### src/rtl/tt_sweep_capture.sv
// ---------------------------------------------------------------------------
// tt_sweep_capture
// Drives every 7-bit input vector onto an external single-output function,
// optionally waits SETTLE cycles per vector, and captures the full 128-entry
// truth table plus its population count.
//
// Parameters
//   SETTLE   extra wait cycles per vector before f_in is sampled (0..15)
//
// Ports
//   clk       rising-edge clock
//   rst_n     synchronous active-low reset
//   start     request a sweep (accepted only when idle)
//   x[6:0]    vector driven to the function under test
//   f_in      function output for the current x
//   busy      high while vectors are being applied/sampled
//   done      one-cycle pulse when the sweep completes
//   tt[127:0] captured table, tt[i] = f(i)
//   weight    number of ones in tt
//
// Optional build macro TT_SWEEP_COMPARE_EN adds:
//   expected[127:0]  reference table
//   match            registered (tt == expected), updated when the sweep ends
// ---------------------------------------------------------------------------
module tt_sweep_capture #(
  parameter int unsigned SETTLE = 0
) (
  input  logic         clk,
  input  logic         rst_n,
  input  logic         start,
  output logic [6:0]   x,
  input  logic         f_in,
  output logic         busy,
  output logic         done,
  output logic [127:0] tt,
  output logic [7:0]   weight
`ifdef TT_SWEEP_COMPARE_EN
  ,
  input  logic [127:0] expected,
  output logic         match
`endif
);

  localparam int unsigned CNT_W = 4;
  localparam int unsigned X_W   = 7;
  localparam int unsigned W_W   = 8;
  localparam bit          HAS_SETTLE = (SETTLE > 0);
  // Last count value spent in SETTLE; unused when SETTLE == 0.
  localparam logic [CNT_W-1:0] SETTLE_LAST = CNT_W'((SETTLE > 0) ? SETTLE - 1 : 0);
  localparam logic [X_W-1:0]   X_LAST      = X_W'(127);

  typedef enum logic [1:0] {
    S_IDLE   = 2'd0,
    S_SETTLE = 2'd1,
    S_SAMPLE = 2'd2,
    S_DONE   = 2'd3
  } state_t;

  state_t           state, state_nxt;
  logic [CNT_W-1:0] cnt;
  logic             busy_nxt, done_nxt;

  // State register
  always_ff @(posedge clk) begin
    if (!rst_n) state <= S_IDLE;
    else        state <= state_nxt;
  end

  // Next-state logic
  always_comb begin
    state_nxt = state;
    case (state)
      S_IDLE: begin
        if (start) state_nxt = HAS_SETTLE ? S_SETTLE : S_SAMPLE;
      end
      S_SETTLE: begin
        if (cnt == SETTLE_LAST) state_nxt = S_SAMPLE;
      end
      S_SAMPLE: begin
        if (x == X_LAST) state_nxt = S_DONE;
        else             state_nxt = HAS_SETTLE ? S_SETTLE : S_SAMPLE;
      end
      S_DONE:  state_nxt = S_IDLE;
      default: state_nxt = S_IDLE;
    endcase
  end

  // Output decode from the upcoming state so the flopped flags line up with it
  always_comb begin
    busy_nxt = 1'b0;
    done_nxt = 1'b0;
    case (state_nxt)
      S_SETTLE, S_SAMPLE: busy_nxt = 1'b1;
      S_DONE:             done_nxt = 1'b1;
      default: begin
        busy_nxt = 1'b0;
        done_nxt = 1'b0;
      end
    endcase
  end

  // Status flag registers
  always_ff @(posedge clk) begin
    if (!rst_n) begin
      busy <= 1'b0;
      done <= 1'b0;
    end else begin
      busy <= busy_nxt;
      done <= done_nxt;
    end
  end

  // Vector counter, settle timer and capture datapath
  always_ff @(posedge clk) begin
    if (!rst_n) begin
      x      <= '0;
      cnt    <= '0;
      tt     <= '0;
      weight <= '0;
    end else begin
      case (state)
        S_IDLE: begin
          if (start) begin
            x      <= '0;
            cnt    <= '0;
            tt     <= '0;
            weight <= '0;
          end
        end
        S_SETTLE: cnt <= cnt + CNT_W'(1);
        S_SAMPLE: begin
          tt[x]  <= f_in;
          weight <= weight + W_W'(f_in);
          cnt    <= '0;
          // x saturates at the last vector; it is only cleared on leaving DONE
          if (x != X_LAST) x <= x + X_W'(1);
        end
        S_DONE:  x <= '0;
        default: x <= '0;
      endcase
    end
  end

`ifdef TT_SWEEP_COMPARE_EN
  // Compare the finished table; tt is already final while in DONE
  always_ff @(posedge clk) begin
    if (!rst_n) begin
      match <= 1'b0;
    end else if (state == S_IDLE && start) begin
      match <= 1'b0;
    end else if (state == S_DONE) begin
      match <= (tt == expected);
    end
  end
`endif

endmodule

### config.mk
export PLATFORM = sky130hd
export DESIGN_NAME = tt_sweep_capture
export DESIGN_NICKNAME = d
export VERILOG_FILES = /design/src/rtl/tt_sweep_capture.sv
export SDC_FILE = /design/constraint.sdc
export NUM_CORES = 1
export LEC_CHECK = 0
export CAP_MARGIN = 10
export CORE_MARGIN = 2
export CORE_UTILIZATION = 55
export CTS_CLUSTER_DIAMETER = 120
export DETAILED_ROUTE_END_ITERATION = 8
export DONT_BUFFER_PORTS = 1
export GPL_TIMING_DRIVEN = 0
export PLACE_DENSITY = 0.82
export SYNTH_ARGS = -nofsm -noshare
export SYNTH_HDL_FRONTEND = slang
export SYNTH_SLANG_ARGS = --single-unit
### constraint.sdc
create_clock -name clk -period 2.5 [get_ports clk]
set_clock_uncertainty 0.2 [all_clocks]
set_input_delay 0.375 -clock clk [delete_from_list [all_inputs] [get_ports clk]]
set_output_delay 0.375 -clock clk [all_outputs]
set_load 0.1 [all_outputs]
---- Word level (Yosys, flattened, before mapping) ----
Cells that the tools add are included.
word-level totals
  register bits ........................... 151
  output and inout port bits .............. 145
operators by class
  add/sub/neg operators ................... 3
  order comparisons ....................... 2
  equal/unequal tests ..................... 10
  multiplexer cells ....................... 18
  reductions and logical operators ........ 10
operator list
  operator                                                                              number
  128-bit case mux with 2 select lines                                                  1
  128-bit bitwise mux                                                                   1
  128-bit two-way mux                                                                   1
  7-bit case mux with 3 select lines                                                    1
  8-bit case mux with 2 select lines                                                    1
  7-bit two-way mux                                                                     2
  4-bit case mux with 3 select lines                                                    1
  8-bit by 1-bit adder with 8-bit output                                                1
  2-bit equality test (second input constant)                                           4
  7-bit by 8-bit less-than comparator with 1-bit output (second input constant)         1
  8-bit two-way mux                                                                     1
  2-bit case mux with 4 select lines                                                    1
  7-bit by 1-bit adder with 7-bit output (second input constant)                        1
  1-bit demux with 7-bit select                                                         1
  7-bit equality test (second input constant)                                           1
  7-bit by 1-bit greater-or-equal comparator with 1-bit output (second input constant)  1
  7-bit != test (second input constant)                                                 1
  3-bit nonzero test                                                                    2
  4-bit by 1-bit adder with 4-bit output (second input constant)                        1
  2-bit by 1-bit equality test with 1-bit output (second input constant)                2
  4-bit zero test                                                                       1
  1-bit two-way mux                                                                     4
  2-bit two-way mux                                                                     2
  4-bit two-way mux                                                                     1
  7 further kinds                                                                       9

---- Logic depth before layout (Yosys ltp) ----
  depth after elaboration ................. 6
  mapped depth ............................ 7
  gate-level depth less buffers ........... 7

---- Least setup slack after synthesis ----
OpenSTA, ideal clock, no wires.
  kind .................................... flip-flop to flip-flop
  start point ............................. reg x[5]
  end point ............................... reg busy
  arrival ................................. 2.457 ns
  required time ........................... 2.185 ns
  path slack .............................. -0.272 ns
  cell stages (with the launch flop) ...... 8
  buffers on the path ..................... 3
  clock period less this slack ............ 2.772 ns
  cells stage by stage .................... dfxtp_1 buf_2 buf_2 nand4_1 buf_2 o32ai_1 ha_1 and2_1
on the way
  word-level cells in the longest chain between the ends .. 6
ends and longest elaborated chain
  what                                                                                          RTL line  text
  start, declared                                                                               31        output logic [6:0] x,
  start signal, assigned                                                                        136       if (x != X_LAST) x <= x + X_W'(1);
  7-bit equality test *                                                                         80        if (x == X_LAST) state_nxt = S_DONE;
  1-bit two-way mux *                                                                           80
  2-bit case mux with 4 select lines *                                                          72        case (state)
  net state_nxt[0]                                                                              59        state_t state, state_nxt;
  2-bit by 1-bit equality test with 1-bit output / 2-bit equality test (equally long branches)  92        case (state_nxt)
  2-bit OR reduction *                                                                          92
  1-bit two-way mux *                                                                           92
  net busy_nxt                                                                                  61        logic busy_nxt, done_nxt;
  end signal, assigned                                                                          108       busy <= busy_nxt;
  end, declared                                                                                 33        output logic busy,
Mark *: on every way through the listed nets, which the timed path passes. The rest lies on a longest branch.
A chain may end at the register's enable or synchronous reset.

---- Worst setup path in the final report ----
  start point ............................. reg state[0]
  end point ............................... reg busy
on the way
  word-level cells in the longest chain between the ends .. 5
ends and longest elaborated chain
  what                                                                                          RTL line  text
  start, declared                                                                               59
  start signal, assigned                                                                        66        else state <= state_nxt;
  2-bit equality test, or another cell as far along                                             72
  2-bit case mux with 4 select lines *                                                          72
  2-bit by 1-bit equality test with 1-bit output / 2-bit equality test (equally long branches)  92
  2-bit OR reduction *                                                                          92
  1-bit two-way mux *                                                                           92
  net busy_nxt                                                                                  61
Marked as above.

==> results.md <==
* Status: finished, final reports clean
* Max Root-Sink Buffers at 2
* FFs w/ async S/R, synth at 0%
* Synthesized cell area at 7610 um^2
* Gr usage total at between 30% and 40%
* Number of DRC markers in iteration 0 at 1,163
* Drt pass-1 iters at 5
* Final setup viols at 0
* WL/cell at 25.2 um
* Register area share after synthesis at 39.7%
* Antenna violations before repair at 0
* PortBufs at 0
* Crit-path cells: clkbuf_2 > o21bai_1 > buf_2 > buf_2 > nand2_1 > ha_1 > and2_1
* Placed Instances at 999
* Slew margin rel. at 26.1%
* Antenna-violating nets left at 0
* First-pass GRT wire length at about 40 mm
* Syn_nets at 833
* Final Hold Viols at 0
* Pins over their slew limit at 0
* Vias per std cell at 7.47
* DRC viols at 0
* TritonCTS buffer count at 17
* Area growth syn-to-layout at 12.7%
* Clock Pin Slew Worst Setup and Hold Paths at 60 ps
* Num Clock Sinks at between 150 and 200
* Worst min path class: in -> reg
* Ports at 149
* Syn Inst Count at 823
* F_max at around 410 MHz
* Critical path fanouts, max at 10
* Number of max-cap violations at 0
* Placement Rows at 42
* Switching part of the total at 23.2%
* Grt ovf at 0
* Core area at around 13,000 um^2
* N_diodes at 0
* Placer Congestion at around 0.9
* Startpoint type of the worst setup path: flop
* Non-filler cells, final at ~1,000
* Reg power frac at 43.1%
* Post-DP HPWL at 16.6 mm
* Crit-path slowest cell: buf_2
* Slew @ Worst Pin at 1110 ps
* RSZ-0062 raised after global routing: no
* Nets at 852
* Vias in the first global route at 6,960
* Worst ir drop on vdd at 0.539 mV
* Synth Flop Type: dfxtp_1
* Post-Syn Area per Cell at 9.24 um^2
* Die W at 122 um
* Worst path buffer plus inverter count at 3
* Largest net degree at the start of global routing at 17
* Hold WS at 39.5 ps
* DR vias at just under 8,000
* Final WL at around 26 mm
* YS warnings at 0
* Worst Path Required at 2620 ps
* Crit share post-route at ~99%
* Synth Register Bits at 151
* CP peak stage delay at 390 ps
* Initial Util at 56.8%
* Full die area at 14,800 um^2
* PD cells at 664 nW/um^2
* Layout cells sized above 1 at 17.0%
* Leak at 2.75 nW
* Crit path DAT at 2590 ps
* CTS tree: yes
* Cell-internal power at 4.37 mW
* Clock share of power at 51.1%
* Worst-Skew Late Latency at 430 ps
* Crit end category: flop
* NetSw at 1.32 mW
* Most used cell, CP: buf_2
* Die Ht at 122 um
* Post-synth EDFFs at 0
* H-tree depth at 4
* Critical path type: reg -> reg
* Combinational Power Share at 5.8%
* CTS root buf: clkbuf_16
* Netlist cell types at 52
* Crit-path leading delay family: buffers and inverters
* Tmin final at approximately 2500 ps
power by group through the flow:
stage	registers [mW]	clock network [mW]	logic, mW
global route	2.45	3.02	0.347
detailed placement	2.51	0	0.308
CTS	2.45	2.90	0.312
floorplan	2.51	0	0.208
global placement	2.51	0	0.308
finish	2.45	2.91	0.331
synthesized netlist by cell type (6+ instances only):
library cell / instances / share of area [%]
a21oi_1: 6 / 0.39
buf_1: 8 / 0.39
buf_2: 25 / 1.6
buf_6: 7 / 1.0
clkbuf_1: 86 / 4.2
dfxtp_1: 151 / 40
ha_1: 6 / 0.99
nand2_1: 20 / 0.99
nand3_1: 146 / 9.6
nand4_1: 10 / 0.82
nand4bb_1: 6 / 0.89
nor2_1: 6 / 0.30
o2111ai_1: 132 / 15
o211ai_1: 83 / 8.2
o211ai_2: 40 / 6.6
or2_0: 7 / 0.58
or2_2: 8 / 0.66
per-stage QoR:
step	setup WS (ps)	instance area [um^2]	power [mW]	TNS (ps)	utilization, %
5_1_grt	3.92	8580	5.82	0	64.0
6_report	32.2	8580	5.69	0	64.0
3_5_place_dp	-617	7830	2.82	-46070	58.5
4_1_cts	5.10	8540	5.67	0	63.8
3_3_place_gp	-597	7830	2.82	-45070	58.5
2_1_floorplan	7.40	7610	2.72	0	-
per-layer routing:
| layer | vias up | GRT usage [%] | wire length, um |
|---|---|---|---|
| met5 | - | 0 | 0 |
| met4 | 0 | 15.5 | 860 |
| met3 | 82 | 12.6 | 3820 |
| met2 | 579 | 50.0 | 11300 |
| met1 | 3667 | 46.8 | 9950 |
| li1 | 3376 | - | - |
cells by family (layout without fill, tap and decap cells):
kind of cell    Yosys count  in the layout  share of synthesized area, %
compound gates          288            288                          33.1
simple gates            244            244                          18.2
fa+ha+maj                 6              6                         0.987
buf+inv                 132            164                          7.66
mux                       2              2                         0.263
flops                   151            151                          39.7
flip-flops by register name, summed over array words and instances (netlist names):
register,cells
tt,128
state,2
x,7
done,1
busy,1
cnt,4
weight,8
worst min-delay path, cell delays in order:
cell and delay [ps]:
ha_1 110, a22oi_1 70, nor2_1 80
path summary, 6_finish.rpt:
check	startpoint	endpoint	slack, ps	cells after the start
hold / removal	f_in	weight[0]$_SDFFE_PN0P_	40	3
setup / recovery	state[0]$_SDFF_PN0_	busy$_SDFF_PN0_	30	7
hold reg to reg	cnt[1]$_SDFFE_PN0P_	cnt[1]$_SDFFE_PN0P_	330	2
setup reg to reg	state[0]$_SDFF_PN0_	busy$_SDFF_PN0_	30	7
area by class of cell:
class | instances | area, um^2
clock inverter | 7 | 163
sequential | 151 | 3050
timing repair buffer | 1 | 10.0
fill | 1099 | 4820
inverter | 5 | 18.8
buffer | 126 | 591
tap | 176 | 220
multi-input combinational | 540 | 4020
clock buffer | 25 | 505
placed cells by master, fill, tap and decap left out, types with 5 or more instances in the layout:
| master | Yosys | routed |
|---|---|---|
| o211ai_2 | 40 | 40 |
| or2_2 | 8 | 8 |
| buf_2 | 25 | 24 |
| dfxtp_1 | 151 | 142 |
| nand2_1 | 20 | 19 |
| nor2_1 | 6 | 6 |
| o2111ai_1 | 132 | 132 |
| clkbuf_1 | 86 | 80 |
| clkbuf_2 | 0 | 13 |
| nand4bb_1 | 6 | 6 |
| ha_1 | 6 | 6 |
| nor2b_1 | 5 | 5 |
| buf_6 | 7 | 8 |
| clkbuf_16 | 0 | 17 |
| dfxtp_4 | 0 | 7 |
| clkbuf_8 | 0 | 5 |
| nand4_1 | 10 | 10 |
| or2_0 | 7 | 7 |
| o211ai_1 | 83 | 83 |
| bufinv_16 | 0 | 5 |
| inv_1 | 5 | 5 |
| a21oi_1 | 6 | 6 |
| nand3_1 | 146 | 145 |
repair_timing:
item,in CTS,in global routing
gates resized for setup,18,29
setup buffers,0,0
hold endpoints to repair,2,0
setup endpoints to repair,130,99
hold buffers,1,0
pin swaps,0,0
Power figures use the tool's default switching activity.
==> variant 1 (config.mk and constraints unchanged) <==
`CNT_W`: 4 -> 3.
--- a/src/rtl/tt_sweep_capture.sv
+++ b/src/rtl/tt_sweep_capture.sv
@@ -41,7 +41,7 @@
 `endif
 );
 
-  localparam int unsigned CNT_W = 4;
+  localparam int unsigned CNT_W = 3;
   localparam int unsigned X_W   = 7;
   localparam int unsigned W_W   = 8;
   localparam bit          HAS_SETTLE = (SETTLE > 0);
Function: no difference found for any inputs over 10 cycles, from zero or initial values and one cycle with rst_n low; that may be too few to reach the edited logic, so the function may still have changed.
==> variant 1 against the unedited design <==
  * Sequential cell count down 1
  * Maximum frequency grew 1.8%
  * Power shrank 6.7%
  * Clock power decreased by 13%
  * Area after synthesis fell by 15%
  * Wire length decreased by 20%
  * Setup slack better by 0.043 ns
  * Final area down 16%
==> variant 1: results (changes against the unedited design) <==
Synthesis Warnings=0 (unchanged); Primary FF master, synth=dfxtp_1; Final Net Count=745 (-13%); clock power share=47.8% (-3.3 points); CP max-delay cell=o21ai_0; Vias=6057 (-21%); number of global-route vias before repair=5926 (-15%); P_int=0.00389 W (-11%); syn_nets=726 (-13%); outcome=finished, final reports clean; n_diodes=0 (unchanged); Netlist cell types=50 (-3.8%); Reg power frac=45.9% (+2.8 points); drt first pass iters=6 (+1); H-tree Lvls=4 (unchanged); CTS max path bufs=2 (unchanged); R2R Path End=tt[101]$_SDFFE_PN0P_; largest net degree at the start of global routing=17 (unchanged); layout cells sized above 1=14.2% (-2.8 points); Max stage delay on crit path=0.60 ns (+0.21 ns); ys async rst share=0% (unchanged); Max VDD drop=0.000394 V (-27%); clock root buffer master=clkbuf_16; first-pass GRT wire length=32.4 mm (-19%); top post-synthesis cells by count=nand2_1, dfxtp_1, a32o_1, o211ai_1, nor2_1; arrival time worst endpoint=2.54 ns (-0.05 ns); Detail Placement HPWL=14.4 mm (-13%); Worst slew margin=26.3% (+0.21 points); fill count=936 (-15%); GR Util All Layers=32.7% (-2.1 points); Area after DPL=6630 µm² (-15%); leak pwr=2.91 nW (+5.8%); number of buffers inserted during clock tree synthesis=17 (unchanged); DRT iter0 DRCs=763 (-34%); wire length per cell=23.2 µm (-7.7%); Area contributors post-synth=dfxtp_1, nand2_1, a32o_1, o211ai_1, o21a_1; RePlAce Congestion=0.901 (-1.8%); Worst Reg-to-Reg Cells=5 (-2); RR Startpoint=x[5]$_SDFFE_PN0P_; register area share after synthesis=46.6% (+6.8 points); Register-to-Register Setup Slack=0.08 ns (+0.04 ns)
==> variant 1: cell count changes in the layout (fill, tap and decap cells not counted), moves of 40 or more <==
| cell | unedited run | this run |
|---|---|---|
| clkbuf_1 | 80 | 20 |
| o211ai_2 | 40 | 0 |
| nand3_1 | 145 | 9 |
| o2111ai_1 | 132 | 0 |
| a32o_1 | 0 | 64 |
| nand2_1 | 19 | 204 |
==> variant 1: worst max-delay path, delay by kind of cell (launching register included) <==
kind | cells | cell delay [ns]
compound gates | 2 | 0.87
buf+inv | 1 | 0.27
flops | 1 | 0.54
simple gates | 2 | 0.43
==> variant 1: per-layer routing <==
metal | vias to the layer above | part of all wire [%] | GRT usage [%]
li1 | 2647 | - | -
met1 | 2861 | 36 | 39.1
met2 | 452 | 46 | 50.3
met3 | 97 | 14 | 12.1
met4 | 0 | 4.6 | 19.3
met5 | - | 0 | 0
==> variant 1: worst max path at each step <==
stage / end / slack [ns] / startpoint / depth (start not counted)
after floorplan: weight[6]$_SDFFE_PN0P_ / 0.008 / weight[0]$_SDFFE_PN0P_ / 6
after global placement: weight[6]$_SDFFE_PN0P_ / -0.05 / weight[0]$_SDFFE_PN0P_ / 6
after detailed placement: weight[6]$_SDFFE_PN0P_ / -0.12 / weight[0]$_SDFFE_PN0P_ / 6
after CTS: tt[23]$_SDFFE_PN0P_ / 0.03 / x[0]$_SDFFE_PN0P_ / 5
after global routing: busy$_SDFF_PN0_ / 0.0005 / x[4]$_SDFFE_PN0P_ / 6
final: tt[101]$_SDFFE_PN0P_ / 0.08 / x[5]$_SDFFE_PN0P_ / 5
==> variant 1: what timing repair did <==
item,in CTS,in global routing
pin swaps,0,1
resized for setup,4,7
setup endpoints to repair,4,25
==> variant 1: per-stage QoR <==
step	total power (W)	utilization, %	worst slack, ns	instances	hold slack, ns
finish	0.00531	63.4	0.0755	891	0.0290
global route	0.00543	63.4	0.000471	891	0.0811
CTS	0.00530	63.3	0.0259	891	0.0333
detailed placement	0.00282	58.1	-0.122	859	0.343
global placement	0.00281	58.1	-0.0495	859	0.309
floorplan	0.00272	-	0.00778	716	0.292
==> variant 1: cell type report <==
class,instances,area (µm²),area share [%]
multi-input combinational,508,3150,43.4
clock inverter,15,156,2.16
inverter,7,26.3,0.363
sequential,150,3030,41.9
tap,143,179,2.47
buffer,51,277,3.82
clock buffer,17,425,5.88
==> variant 1: cells by family (layout without fill, tap and decap cells) <==
logic type / count (synthesis) / in the layout / synth area share [%]
AND/OR/NAND/NOR: 304 / 304 / 22.6
multiplexers: 1 / 1 / 0.155
adder cells (fa/ha/maj): 6 / 6 / 1.16
buffers and inverters: 58 / 90 / 4.66
AO/OA/AOI/OAI: 197 / 197 / 24.8
flip-flops: 150 / 150 / 46.6
==> variant 2 (config.mk and constraints unchanged) <==
Without the edit above. Register the output `x` once more, with the module's reset; this adds one clock of latency there. The other outputs are not delayed to match.
--- a/src/rtl/tt_sweep_capture.sv
+++ b/src/rtl/tt_sweep_capture.sv
@@ -56,6 +56,8 @@
     S_DONE   = 2'd3
   } state_t;
 
+  logic [6:0] x_s0;
+
   state_t           state, state_nxt;
   logic [CNT_W-1:0] cnt;
   logic             busy_nxt, done_nxt;
@@ -77,7 +79,7 @@
         if (cnt == SETTLE_LAST) state_nxt = S_SAMPLE;
       end
       S_SAMPLE: begin
-        if (x == X_LAST) state_nxt = S_DONE;
+        if (x_s0 == X_LAST) state_nxt = S_DONE;
         else             state_nxt = HAS_SETTLE ? S_SETTLE : S_SAMPLE;
       end
       S_DONE:  state_nxt = S_IDLE;
@@ -113,7 +115,7 @@
   // Vector counter, settle timer and capture datapath
   always_ff @(posedge clk) begin
     if (!rst_n) begin
-      x      <= '0;
+      x_s0   <= '0;
       cnt    <= '0;
       tt     <= '0;
       weight <= '0;
@@ -121,7 +123,7 @@
       case (state)
         S_IDLE: begin
           if (start) begin
-            x      <= '0;
+            x_s0   <= '0;
             cnt    <= '0;
             tt     <= '0;
             weight <= '0;
@@ -129,14 +131,14 @@
         end
         S_SETTLE: cnt <= cnt + CNT_W'(1);
         S_SAMPLE: begin
-          tt[x]  <= f_in;
+          tt[x_s0]  <= f_in;
           weight <= weight + W_W'(f_in);
           cnt    <= '0;
           // x saturates at the last vector; it is only cleared on leaving DONE
-          if (x != X_LAST) x <= x + X_W'(1);
+          if (x_s0 != X_LAST) x_s0 <= x_s0 + X_W'(1);
         end
-        S_DONE:  x <= '0;
-        default: x <= '0;
+        S_DONE:  x_s0 <= '0;
+        default: x_s0 <= '0;
       endcase
     end
   end
@@ -154,5 +156,13 @@
   end
 `endif
 
+  always_ff @(posedge clk) begin
+    if (!rst_n) begin
+      x <= '0;
+    end else begin
+      x <= x_s0;
+    end
+  end
+
 endmodule
 
Behaviour: not the same (a bounded check fails within 4 cycles, from zero or initial values and one cycle with rst_n low).
==> variant 2 against the unedited design <==
  * Area after synthesis increased by 3.0%
  * Worst hold slack better by 0.00064 ns
  * Critical endpoint is now tt[35]$_SDFFE_PN0P_
  * Setup slack better by 0.028 ns
  * Final area grew 0.82%
  * Critical path type unchanged
  * Synthesized cell count increased by 3.2%
  * Sequential cell count is 7 higher
  * Power decreased by 5.8%
  * Highest routed layer unchanged
  * Wire length is 1.1% lower
==> variant 2: results (changes against the unedited design) <==
drt first pass iters=6 (+1); CP max-delay cell=clkbuf_1; Vias=7762 (+0.75%); fill count=1147 (+4.4%); Area contributors post-synth=dfxtp_1, o2111ai_1, nand3_1, o211ai_1, o211ai_2; met3 Use GR=12.7% (+0.090 points); syn_nets=859 (+3.1%); DRT iter0 DRCs=1022 (-12%); first-pass GRT wire length=39.6 mm (-1.1%); Max VDD drop=0.000445 V (-18%); GR Util All Layers=33.7% (-1.1 points); Top Registers=tt: 128 flops, weight: 8 flops; Max stage delay on crit path=0.71 ns (+0.32 ns); outcome=finished, final reports clean; Post-Place Setup Slack=-0.0716 ns (+0.546 ns); routed length on met3=3.60 mm (-5.7%); RePlAce Congestion=0.900 (-1.9%); layout cells sized above 1=12.4% (-4.6 points); DR vias/cell=7.31 (-2.2%); leak pwr=2.74 nW (-0.42%); crit path capture=tt[35]$_SDFFE_PN0P_; Power Total=0.00536 W (-5.8%); top post-synthesis cells by count=nand3_1, dfxtp_1, o2111ai_1; wire length per cell=24.1 µm (-4.0%); average size of a mapped cell=9.23 µm² (-0.11%); fin area=8650 µm² (+0.82%)
## variant 2: repair_timing
item | 4_1_cts | 5_1_grt
hold endpoints to repair | 1 | 0
gates resized for setup | 1 | 9
hold buffers | 1 | 0
setup endpoints to repair | 1 | 101
## variant 2: cells by family (layout without fill, tap and decap cells)
group,after synthesis,after routing,synth area share [%]
buffers and inverters,135,168,7.61
AND/OR/NAND/NOR,274,274,20.1
adder cells (fa/ha/maj),6,6,0.958
flip-flops,158,158,40.4
multiplexers,2,2,0.271
AO/OA/AOI/OAI,274,274,30.7
## variant 2: cell type report
| cell class | instances | share of cell area, % |
|---|---|---|
| plain buffers | 129 | 6.73 |
| flip-flops and latches | 158 | 36.6 |
| clock inverters | 13 | 1.22 |
| inverters | 6 | 0.260 |
| clock buffers | 19 | 5.24 |
| well taps | 180 | 2.60 |
| repair buffers | 1 | 0.116 |
| multi-input cells | 556 | 47.3 |
